==> src/rtl/asmi_pkg.sv <==
// Shared types and constants for the ASMI flash arbiter.
// Op encodings, FSM state enum, flash bounds and a bit-reverse helper.
package asmi_pkg;

  localparam logic [1:0] OP_READ    = 2'd0;
  localparam logic [1:0] OP_ERASE   = 2'd1;
  localparam logic [1:0] OP_PROGRAM = 2'd2;

  localparam logic [23:0] FLASH_TOP = 24'h1FFFFF;

  typedef enum logic [3:0] {
    IDLE,
    ERASE_CMD,
    PROG_SHIFT,
    PROG_WRITE,
    READ_CMD,
    READ_DATA,
    BUSY_WAIT,
    DONE,
    ERR
  } state_t;

  function automatic logic [7:0] bitrev8(input logic [7:0] d);
    for (int i = 0; i < 8; i++) bitrev8[i] = d[7-i];
  endfunction

endpackage

==> src/rtl/asmi_rr_arb.sv <==
// Two-way round-robin selector.
// Ports: i_req (2 requests), i_last (last served), o_valid, o_sel (index).
module asmi_rr_arb
  import asmi_pkg::*;
(
  input  logic [1:0] i_req,
  input  logic       i_last,
  output logic       o_valid,
  output logic       o_sel
);

  assign o_valid = |i_req;

  always_comb begin
    o_sel = 1'b0;
    unique case (1'b1)
      (i_req == 2'b11): o_sel = ~i_last;
      (i_req == 2'b10): o_sel = 1'b1;
      default:          o_sel = 1'b0;
    endcase
  end

endmodule

==> src/rtl/asmi_flash_arbiter.sv <==
// Shares one ASMI EPCS16 controller between two clients.
// Ports: req/op/addr/len per client, gnt/done/err, wr/rd byte paths, ASMI strobes.
module asmi_flash_arbiter
  import asmi_pkg::*;
#(
  parameter int unsigned PAGE_BYTES    = 256,
  parameter logic [23:0] PROTECT_LIMIT = 24'h100000,
  parameter logic [25:0] BUSY_TIMEOUT  = 26'd50_000_000
) (
  input  logic        clock,
  input  logic        reset_n,
  input  logic [1:0]  req,
  input  logic [1:0]  op0,
  input  logic [1:0]  op1,
  input  logic [23:0] addr0,
  input  logic [23:0] addr1,
  input  logic [8:0]  len0,
  input  logic [8:0]  len1,
  output logic [1:0]  gnt,
  output logic [1:0]  done,
  output logic [1:0]  err,
  input  logic [7:0]  wr_data,
  output logic        wr_rdreq,
  output logic [7:0]  rd_data,
  output logic        rd_valid,
  output logic [23:0] asmi_addr,
  output logic        asmi_wren,
  output logic        asmi_sector_erase,
  output logic        asmi_write,
  output logic        asmi_shift_bytes,
  output logic        asmi_read,
  output logic        asmi_rden,
  output logic [7:0]  asmi_datain,
  input  logic [7:0]  asmi_dataout,
  input  logic        asmi_busy,
  input  logic        asmi_data_valid
);

  localparam logic [8:0] PB = 9'(PAGE_BYTES);

  state_t      r_state;
  state_t      w_next;
  logic        r_g;
  logic        r_last;
  logic [23:0] r_addr;
  logic [8:0]  r_len;
  logic [8:0]  r_bcnt;
  logic [25:0] r_tmo;
  logic        r_shift;
  logic [7:0]  r_rd_data;
  logic        r_rd_valid;

  logic        w_valid;
  logic        w_sel;
  logic [1:0]  w_op;
  logic [23:0] w_addr;
  logic [8:0]  w_len;
  logic        w_bad;
  logic [1:0]  w_onehot;
  logic        w_rd_beat;

  asmi_rr_arb u_arb (
    .i_req   (req),
    .i_last  (r_last),
    .o_valid (w_valid),
    .o_sel   (w_sel)
  );

  assign w_op   = w_sel ? op1   : op0;
  assign w_addr = w_sel ? addr1 : addr0;
  assign w_len  = w_sel ? len1  : len0;

  assign w_bad = (w_op == 2'd3)
              || ((w_op != OP_READ) && (w_addr < PROTECT_LIMIT))
              || ((w_op == OP_READ) && ((w_len == 9'd0) || (w_len > PB)));

  assign w_onehot  = r_g ? 2'b10 : 2'b01;
  assign w_rd_beat = (r_state == READ_DATA) && asmi_data_valid;

  // Grant is held from selection through the DONE/ERR pulse.
  assign gnt  = (r_state != IDLE) ? w_onehot : 2'b00;
  assign done = (r_state == DONE) ? w_onehot : 2'b00;
  assign err  = (r_state == ERR)  ? w_onehot : 2'b00;

  assign asmi_addr        = (r_state != IDLE) ? r_addr : 24'h0;
  assign asmi_shift_bytes = r_shift;
  assign asmi_datain      = r_shift ? bitrev8(wr_data) : 8'h00;
  assign rd_data          = r_rd_data;
  assign rd_valid         = r_rd_valid;

  always_comb begin
    w_next            = r_state;
    wr_rdreq          = 1'b0;
    asmi_wren         = 1'b0;
    asmi_sector_erase = 1'b0;
    asmi_write        = 1'b0;
    asmi_read         = 1'b0;
    asmi_rden         = 1'b0;
    unique case (r_state)
      IDLE: begin
        if (w_valid) begin
          if (w_bad)                    w_next = ERR;
          else if (w_op == OP_READ)     w_next = READ_CMD;
          else if (w_op == OP_ERASE)    w_next = ERASE_CMD;
          else                          w_next = PROG_SHIFT;
        end
      end
      ERASE_CMD: begin
        asmi_wren         = 1'b1;
        asmi_sector_erase = 1'b1;
        w_next            = BUSY_WAIT;
      end
      PROG_SHIFT: begin
        // One extra cycle after the last pop lets the
        // delayed shift strobe catch the final FIFO byte.
        asmi_wren = 1'b1;
        wr_rdreq  = (r_bcnt != PB);
        if (r_bcnt == PB) w_next = PROG_WRITE;
      end
      PROG_WRITE: begin
        asmi_wren  = 1'b1;
        asmi_write = 1'b1;
        w_next     = BUSY_WAIT;
      end
      READ_CMD: begin
        asmi_read = 1'b1;
        asmi_rden = 1'b1;
        w_next    = READ_DATA;
      end
      READ_DATA: begin
        asmi_rden = 1'b1;
        if (asmi_data_valid && (r_bcnt + 9'd1 == r_len))
          w_next = BUSY_WAIT;
      end
      BUSY_WAIT: begin
        // ASMI raises busy a couple of clocks late.
        if (r_tmo >= 26'd2) begin
          if (!asmi_busy)                 w_next = DONE;
          else if (r_tmo == BUSY_TIMEOUT) w_next = ERR;
        end
      end
      DONE:    w_next = IDLE;
      ERR:     w_next = IDLE;
      default: w_next = IDLE;
    endcase
  end

  always_ff @(posedge clock or negedge reset_n) begin
    if (!reset_n) begin
      r_state    <= IDLE;
      r_g        <= 1'b0;
      r_last     <= 1'b1;
      r_addr     <= 24'h0;
      r_len      <= 9'd0;
      r_bcnt     <= 9'd0;
      r_tmo      <= 26'd0;
      r_shift    <= 1'b0;
      r_rd_data  <= 8'h00;
      r_rd_valid <= 1'b0;
    end else begin
      r_state    <= w_next;
      r_shift    <= wr_rdreq;
      r_rd_valid <= w_rd_beat;
      if (w_rd_beat) r_rd_data <= bitrev8(asmi_dataout);
      if ((r_state == IDLE) && w_valid) begin
        r_g    <= w_sel;
        r_len  <= w_len;
        r_addr <= (w_op == OP_PROGRAM) ? {w_addr[23:8], 8'h00}
                                       : w_addr;
      end
      if (r_state == IDLE)              r_bcnt <= 9'd0;
      else if (wr_rdreq || w_rd_beat)   r_bcnt <= r_bcnt + 9'd1;
      if (r_state != BUSY_WAIT)         r_tmo <= 26'd0;
      else if (r_tmo != BUSY_TIMEOUT)   r_tmo <= r_tmo + 26'd1;
      if ((r_state == DONE) || (r_state == ERR)) r_last <= r_g;
    end
  end

endmodule

==> config.mk <==
export PLATFORM = sky130hd
export DESIGN_NAME = asmi_flash_arbiter
export DESIGN_NICKNAME = d
export VERILOG_FILES = /design/src/rtl/asmi_pkg.sv /design/src/rtl/asmi_rr_arb.sv /design/src/rtl/asmi_flash_arbiter.sv
export SDC_FILE = /design/constraint.sdc
export NUM_CORES = 1
export LEC_CHECK = 0
export BUFFER_PORTS_ARGS = -buffer_cell sky130_fd_sc_hd__clkbuf_2
export CELL_PAD_IN_SITES_DETAIL_PLACEMENT = 1
export CELL_PAD_IN_SITES_GLOBAL_PLACEMENT = 2
export CORE_AREA = 4 4 127 129
export CTS_CLUSTER_DIAMETER = 50
export CTS_CLUSTER_SIZE = 10
export DETAILED_ROUTE_END_ITERATION = 12
export DIE_AREA = 0 0 131 133
export HOLD_SLACK_MARGIN = 0.02
export PLACE_DENSITY_LB_ADDON = 0.12
export REMOVE_ABC_BUFFERS = 1
export SETUP_SLACK_MARGIN = 0.05
export SLEW_MARGIN = 20
export SYNTH_ARGS = -nofsm -noshare
export SYNTH_HDL_FRONTEND = slang
export SYNTH_SLANG_ARGS = --single-unit
==> constraint.sdc <==
create_clock -name clock -period 5.59 [get_ports clock]
set_clock_uncertainty 0.15 [all_clocks]
set_input_delay 1.118 -clock clock [delete_from_list [all_inputs] [get_ports clock]]
set_output_delay 1.118 -clock clock [all_outputs]
set_load 0.05 [all_outputs]
## After elaboration in Yosys (flattened, before gate mapping)

Cells that the tools add are included.
Widths: inputs -> output; s select.

- Register bits after elaboration: 84
- Bits of input ports: 92
- Output and inout bits: 54
- Logic and storage cells: 93

- Add/sub/neg operators: 2
- Order comparisons: 3
- Equality and inequality tests: 24
- Multiplexer cells: 31
- Bitwise gates (word level): 1
- Reduce and logical (&&, ||, !) cells: 22

Operators by type and width:

| cell | number |
|---|---|
| $mux 26 | 2 |
| $mux 24 | 2 |
| $mux 4 | 7 |
| $mux 9 | 3 |
| $add 26x1->26 const B | 1 |
| $eq 26x26->1 const B | 1 |
| $ge 26x2->1 const B | 1 |
| $ne 26x26->1 const B | 1 |
| $lt 24x21->1 const B | 1 |
| $pmux 4 s6 | 1 |
| $eq 4x3->1 const B | 4 |
| $mux 8 | 2 |
| $mux 2 | 6 |
| $add 9x1->9 const B | 1 |
| $eq 9x9->1 | 1 |
| $eq 9x9->1 const B | 1 |
| $gt 9x9->1 const B | 1 |
| $logic_not 9->1 | 1 |
| $ne 9x9->1 const B | 1 |
| $eq 2x2->1 const B | 4 |
| $eq 4x2->1 const B | 2 |
| $mux 1 | 6 |
| $ne 2x2->1 const B | 3 |
| $reduce_bool 2->1 | 3 |
| 17 further kinds | 27 |

## Logic depth before layout (Yosys ltp)

Gate-level depths: netlist (run 1).

- Depth in word-level cells: 10
- Depth in mapped cells: 8

## Hierarchy

Synthesis (run 1) repeated with hierarchy kept, for this count alone.

- Cell total of the unflattened synthesis: 535
- Area total of the unflattened synthesis: 4869.7 µm²

Modules (own cells, without submodules):

| module | instances | cells an instance | area each (µm²) |
|---|---|---|---|
| asmi_flash_arbiter | 1 | 533 | 4855.9 |
| asmi_rr_arb | 1 | 2 | 13.8 |

## Least setup slack after synthesis (run 1)

OpenSTA, ideal clock, no wires.

- Kind: register to output
- From: reg r_state[1]
- To: out done[0]
- Arrival time: 1995 ps
- Data required time: 4322 ps
- Slack: 2327 ps
- Cell stages (with the launch flop): 5
- Path buffers: 2
- Cells stage by stage: dfrtp_1 buf_2 clkbuf_1 nand2_1 nor3_1

- Cells in the longest elaborated chain, start to end: 2

Ends and longest elaborated chain:

| item | RTL line | source |
|---|---|---|
| start, declared | asmi_flash_arbiter.sv:41 | `state_t r_state;` |
| start signal, assigned | asmi_flash_arbiter.sv:161 | `r_state <= w_next;` |
| $eq 4x3->1 | asmi_flash_arbiter.sv:82 | `assign done = (r_state == DONE) ? w_onehot : 2'b00;` |
| $mux 2 | asmi_flash_arbiter.sv:82 |  |
| end, declared | asmi_flash_arbiter.sv:20 | `output logic [1:0] done,` |

No other way between the ends.

## Worst setup path in the final report (run 1)

- From: reg r_state[1]
- To: out asmi_addr[20]

- Cells in the longest elaborated chain, start to end: 2

Ends and longest elaborated chain:

| item | RTL line | source |
|---|---|---|
| $reduce_bool 4->1 | asmi_flash_arbiter.sv:85 | `assign asmi_addr = (r_state != IDLE) ? r_addr : 24'h0;` |
| $mux 24 | asmi_flash_arbiter.sv:85 |  |
| end, declared | asmi_flash_arbiter.sv:26 | `output logic [23:0] asmi_addr,` |

No other way between the ends.

==> impl_metrics.csv, run 1 <==
group,metric,value,unit
status,status,"finished clean",
floorplanning,rows,45,
drt,dr_wl_met2,6910,um
critical_path,crit_fanout,37,
layout,syn_to_final_growth,25.3,%
grt,grt_pass1_vias,4669,
logic_synthesis,synth_mux_area_share,9.09,%
clocking,clk_root_buffer_cell,"clkbuf_16",
drt,antenna_left,0,
logic_synthesis,syn-cell-area,0.00487,mm^2
grt,grt_max_degree,68,
drt,wl_per_cell,17.0,um
floorplanning,die_w,131,um
drt,wl_met3,701,um
sta,timing.fmax,268,MHz
sta,finalSetupViolCount,0,
sta,tns,0,ns
logic_synthesis,yosysTopAreaCell,"dfrtp_1",
logic_synthesis,ys_seq_area_share,43.2,%
drt,drtPass1Iterations,4,
sta,final.min_clock_period,3.73,ns
pwr,finalPower,0.00308,W
drt,drt_iter0_markers,164,
layout,drive_above_1_share,28.1,%
drt,post_drt_via_cell_ratio,5.04,
logic_synthesis,synthTopCellsByArea,"dfrtp_1 43%, mux2i_1 6.8%, o21ai_0 4.2%",
clocking,cts_resized,0,
flow_run,cap_violations,0,
sta,timing.hold.ws,0.328,ns
clocking,cts_max_level,3,
logic_synthesis,synth_top_family_by_area,"simple AND/OR/NAND/NOR gates",
critical_path,critPathKind,"reg -> out",
placement,gp_congestion,0.744,
layout,nNetsFinal,755,
logic_synthesis,synth_xor_area_share,7.91,%
critical_path,arrival,2.46,ns
logic_synthesis,syn_inst,527,
placement,io_buffers,145,
logic_synthesis,synthAdderAreaFrac,1.28,%
layout,fin_area,0.00610,mm^2
logic_synthesis,synth_top_area_share,42.6,%
critical_path,worstPathRequired,4.32,ns
sta,drv_slew,0,
logic_synthesis,async_flop_share,100,%
logic_synthesis,synth-seq-cells,84,
floorplanning,chipHeight,133,um
grt,antenna_found_initial,0,
sta,rsz0062_at_grt,"no",
placement,placement.cell_area,0.00578,mm^2
clocking,clk_pin_slew,0.07,ns
grt,grt_pass1_wl,24000,um
critical_path,regToRegSetupSlack,2.85,ns
sta,max_slew_margin,32.7,%
sta,fin_ws,1.86,ns
drt,wl,14500,um
worst_hold_path,min_path_type,"reg -> reg",
logic_synthesis,avgSynthCellArea,9.24,um^2
logic_synthesis,synth_most_common_cell,"dfrtp_1",
layout,antenna_cells,0,
sta,final_hold_viol_count,0,
grt,overflow,0,
floorplanning,ioPinCount,146,
clocking,cts_max_path_buffers,2,
logic_synthesis,yosysWarnings,0,
logic_synthesis,synth_compound_area_share,10.5,%
pwr,ir_worst_vdd,0.294,mV
floorplanning,core_area,0.0150,mm^2
critical_path,worst_setup_path_end_kind,"output port",
clocking,cts_setup_buffers,0,
floorplanning,fp.dieArea,0.0174,mm^2
logic_synthesis,synth_edf_count,0,
drt,vias,4286,
logic_synthesis,ys_top_cells_by_count,"83 x dfrtp_1, 53 x nand2_1, 48 x nor2_1",
sta,worst_slew_pin_slew,1.01,ns
critical_path,startpoint_type,"register",
placement,place_ws,2.17,ns
drt,drt-met1-wl,6570,um
floorplanning,initial_core_util,32.4,%
drt,drc,0,
clocking,cts_sinks,84,
placement,hpwl,11000,um
logic_synthesis,synthFlopType,"dfrtp_1",
sta,finalCritPeriodShare,66.7,%
clocking,cts_tree,"yes",
pwr,p_leak,2.86,nW
logic_synthesis,synthSimpleGateAreaFrac,24.6,%
grt,grt_util_all_layers,17.4,%
clocking,cts_hold_buf,0,
drt,top_layer_used,"met4",
logic_synthesis,synth_cell_type_count,50,
clocking,clk_latency,0.34,ns
pwr,p_per_area,505,mW/mm^2
clocking,cts_buffers,9,
==> power by group <==
group / switching [W] / leakage [nW] / internal (W) / total, W
logic: 0.00102 / 1.60 / 0.000436 / 0.00145
registers: 0.000182 / 1.10 / 0.000787 / 0.000968
clock network: 0.000257 / 0.162 / 0.000404 / 0.000661
==> metal layers <==
| metal | GRT usage [%] | up-vias |
|---|---|---|
| met5 | 0 | - |
| met4 | 6.06 | 0 |
| met3 | 4.20 | 20 |
| met2 | 28.0 | 111 |
| met1 | 22.6 | 2051 |
| li1 | - | 2104 |
==> layout by cell type, fill, tap and decap left out, types with 4 or more instances in the layout <==
| master | Yosys | layout |
|---|---|---|
| and3_1 | 8 | 8 |
| dfrtp_1 | 83 | 83 |
| nand2b_1 | 4 | 4 |
| nand3b_1 | 5 | 5 |
| and2_1 | 8 | 8 |
| o31ai_1 | 8 | 8 |
| ha_1 | 5 | 5 |
| o21ai_0 | 41 | 40 |
| nand2_1 | 53 | 53 |
| clkbuf_16 | 0 | 9 |
| mux2_2 | 10 | 10 |
| clkbuf_2 | 0 | 144 |
| buf_4 | 1 | 5 |
| xnor2_1 | 22 | 22 |
| nor2_1 | 48 | 48 |
| nand4_1 | 9 | 9 |
| mux2i_1 | 33 | 33 |
| nor3_1 | 13 | 13 |
| nand3_1 | 22 | 22 |
| nor2b_1 | 30 | 30 |
| inv_1 | 10 | 10 |
| a21oi_1 | 9 | 9 |
| nor3b_1 | 4 | 4 |
| xor2_1 | 22 | 22 |
| nor4_1 | 13 | 12 |
==> cell type report <==
type                    count  area (um^2)
flip-flops and latches     84         2100
repair buffers            150          773
multi-input cells         403         2630
inverters                  10         37.5
clock inverters             6         87.6
clock buffers              10          239
well taps                 188          235
fillers                  1768         8930
==> logic make-up (layout without fill, tap and decap cells) <==
| logic type | count (synthesis) | in the layout |
|---|---|---|
| xor gates and xnor gates | 44 | 44 |
| and+or+nand+nor | 230 | 230 |
| DFF | 84 | 84 |
| adders and majority gates | 5 | 5 |
| AOI/OAI and AO/OA | 81 | 81 |
| muxes | 43 | 43 |
| buffers and inverters | 40 | 176 |
==> sequential cells by signal, summed over array words and instances (netlist names) <==
| register | count |
|---|---|
| r_tmo | 26 |
| r_addr | 24 |
| r_bcnt | 9 |
| r_len | 9 |
| rd_data | 8 |
| r_state | 4 |
| asmi_shift_bytes | 1 |
| r_g | 1 |
| r_last | 1 |
| rd_valid | 1 |
==> stage by stage <==
step,cells,util (%)
floorplan,497,-
global placement,834,38.3
detailed placement,835,38.4
CTS,851,40.6
global route,851,40.6
finish,851,40.6
==> worst max-delay path: stages, from the launching register on <==
cell and delay [ns]:
dfrtp_1 0.61, nor4_2 0.63, buf_4 0.48, nor2b_1 0.11
clkbuf_2 0.26
==> path summary, 6_finish.rpt <==
| kind | startpoint | end | cells after the start |
|---|---|---|---|
| worst max-delay path | r_state[1] | asmi_addr[20] | 4 |
| worst min-delay path | r_addr[15] | r_addr[15] | 2 |
| worst max register to register | r_state[1] | r_bcnt[8] | 6 |
| worst min register to register | r_addr[15] | r_addr[15] | 2 |
| max in group asynchronous | reset_n | rd_data[6] | 2 |
| min in group asynchronous | reset_n | asmi_shift_bytes | 1 |
Note: power is estimated with default switching activity, not from simulation.
==> run 2: changes to the inputs <==
Settings changed: ABC_AREA set to 1, CORE_AREA 4 4 127 129 to 4 4 145 147, DIE_AREA 0 0 131 133 to 0 0 149 151.
Clock period 5.59 ns to 3.25 ns, I/O delays scaled along.
==> run 2 against run 1 <==
Compared with the run above: sequential power grew 60%; highest routed layer unchanged; power grew 90%; critical path depth grew 2; combinational power grew 120%; non-clock buffer count grew 1.
==> impl_metrics.csv, run 2 <==
group,metric,value,unit
status,status,"finished clean",
sta,timing.hold.ws,0.122,ns
drt,wl,16300,um
critical_path,crit_fanout,4,
sta,rsz0062_at_grt,"no",
layout,regMostFlops,"r_tmo",
layout,final_common_cell,"nand2_1",
critical_path,cp_slowest_stage_delay,0.47,ns
sta,fin_ws,0.392,ns
grt,grt_util_all_layers,15.1,%
logic_synthesis,syn_inst,694,
grt,grt_max_degree,51,
grt,grt_pass1_wl,27100,um
logic_synthesis,ys_top_cells_by_count,"157 x nand2_1, 106 x nor2_1, 103 x inv_1",
critical_path,worst_setup_path_end_kind,"output port",
grt,grt_pass1_vias,5288,
layout,largest_reg_flops,26,
sta,max_slew_margin,55.6,%
logic_synthesis,synthTopCellsByArea,"dfrtp_1 41%, nand2_1 12%, nor2_1 7.9%",
logic_synthesis,synth_cell_type_count,42,
grt,antenna_found_initial,0,
sta,final_hold_viol_count,0,
clocking,cts_tree,"yes",
layout,reg.largest.list,"r_tmo x26, r_addr x24",
critical_path,arrival,2.06,ns
clocking,clk_pin_slew,0.06,ns
clocking,cts_max_path_buffers,2,
placement,hpwl,13000,um
critical_path,worstSetupStartpoint,"r_state[2]",
critical_path,cp_top_family,"simple AND/OR/NAND/NOR gates",
logic_synthesis,synth_edf_count,0,
layout,multi_input_area,0.00240,mm^2
logic_synthesis,synth_top_area_share,41.3,%
clocking,cts_hold_buf,0,
layout,antenna_cells,0,
critical_path,crit_buf_inv,3,
pwr,finalPower,0.00586,W
flow_run,cap_violations,0,
grt,overflow,0,
placement,place_ws,0.717,ns
pwr,p_leak,3.33,nW
placement,io_buffers,145,
logic_synthesis,syn-cell-area,0.00503,mm^2
drt,drt_iter0_markers,229,
critical_path,critPathSlowestCell,"nor3_1",
clocking,cts_resized,0,
clocking,clk_latency,0.35,ns
floorplanning,core_area,0.0199,mm^2
drt,post_drt_via_cell_ratio,4.43,
floorplanning,ioPinCount,146,
pwr,p_per_area,918,mW/mm^2
logic_synthesis,synth-seq-cells,84,
clocking,cts_max_level,3,
floorplanning,rows,52,
layout,seq_area,0.00210,mm^2
critical_path,critPathMostFrequentCell,"inv_1",
drt,antenna_left,0,
pwr,ir_worst_vdd,0.556,mV
layout,drive_above_1_share,24.5,%
critical_path,critPathKind,"reg -> out",
sta,final.min_clock_period,2.86,ns
layout,final_cell_mix,"157 x nand2_1, 144 x clkbuf_2, 106 x nor2_1, 103 x inv_1, 83 x dfrtp_1",
logic_synthesis,avgSynthCellArea,7.24,um^2
clocking,cts_buffers,9,
layout,final_util,32.1,%
layout,nNetsFinal,932,
logic_synthesis,async_flop_share,100,%
sta,finalSetupViolCount,0,
critical_path,startpoint_type,"register",
sta,timing.fmax,350,MHz
floorplanning,fp.dieArea,0.0225,mm^2
clocking,cts_sinks,84,
layout,syn_to_final_growth,27.0,%
sta,worst_slew_pin_slew,0.666,ns
logic_synthesis,yosysWarnings,0,
sta,finalCritPeriodShare,87.9,%
logic_synthesis,synth_most_common_cell,"nand2_1",
drt,drtPass1Iterations,4,
drt,vias,4916,
critical_path,r2r_start,"r_state[1]",
logic_synthesis,synthFlopType,"dfrtp_1",
clocking,cts_setup_buffers,0,
logic_synthesis,yosysTopAreaCell,"dfrtp_1",
floorplanning,initial_core_util,25.3,%
floorplanning,chipHeight,151,um
layout,fillers,2523,
sta,tns,0,ns
drt,wl_per_cell,14.7,um
floorplanning,die_w,149,um
worst_hold_path,min_path_type,"in -> async",
placement,gp_congestion,0.777,
sta,drv_slew,0,
critical_path,crit_chain,"inv_1 -> nand2_1 -> nor3_1 -> o21ai_2 -> inv_1 -> clkbuf_2",
drt,drc,0,
clocking,clk_root_buffer_cell,"clkbuf_16",
logic_synthesis,ys_seq_area_share,41.8,%
critical_path,worstPathRequired,2.45,ns
run 2: cell types whose count changed in the layout (fill, tap and decap cells not counted), moves of 18 or more:
cell / delta
inv_1: +93
mux2i_1: -33
nand2_1: +104
nor2_1: +58
nor2b_1: -30
o22ai_1: +20
xnor2_1: -21
xor2_1: -18
run 2: kinds of logic after synthesis:
group / share of synthesized area [%]
compound gates: 12.8
xor+xnor: 1.32
simple gates: 32.4
fa+ha+maj: 1.24
flops: 41.8
buf+inv: 10.5
run 2: metrics by stage:
stage	instances	area (um^2)
after global routing	1110	6380
after detailed placement	1094	6060
after floorplan	673	4920
final	1110	6380
after global placement	1094	6060
after CTS	1110	6380
run 2: path summary, 6_finish.rpt:
kind	end	slack [ns]	cells after the start
worst max-delay path	wr_rdreq	0.39	6
worst min-delay path	r_bcnt[2]	0.12	1
worst max register to register	r_addr[2]	0.74	8
worst min register to register	rd_data[1]	0.33	2
max in group asynchronous	r_addr[22]	2.17	2
min in group clock	rd_data[1]	0.33	2
run 2: layout make-up:
class,count,area share (%)
Clock buffer,11,3.80
Timing Repair Buffer,151,12.5
Tap cell,270,5.29
Inverter,112,6.59
Multi-Input combinational cell,477,37.6
Clock inverter,5,1.31
Sequential cell,84,32.9
run 2: per-layer routing:
layer  GRT usage, %  wire [um]  up-vias  part of all wire, %
met2           24.4       7500      120                   46
met3           3.35        834       15                  5.1
met5              0          0        -                    0
li1               -          -     2498                    -
met4           5.03        252        0                  1.5
met1           20.1       7730     2283                   47
run 2: power breakdown:
part | internal, W | switching [W] | total (W)
Combinational | 0.000783 | 0.00236 | 0.00315
Sequential | 0.00136 | 0.000185 | 0.00155
Clock | 0.000698 | 0.000465 | 0.00116
Total | 0.00284 | 0.00301 | 0.00586
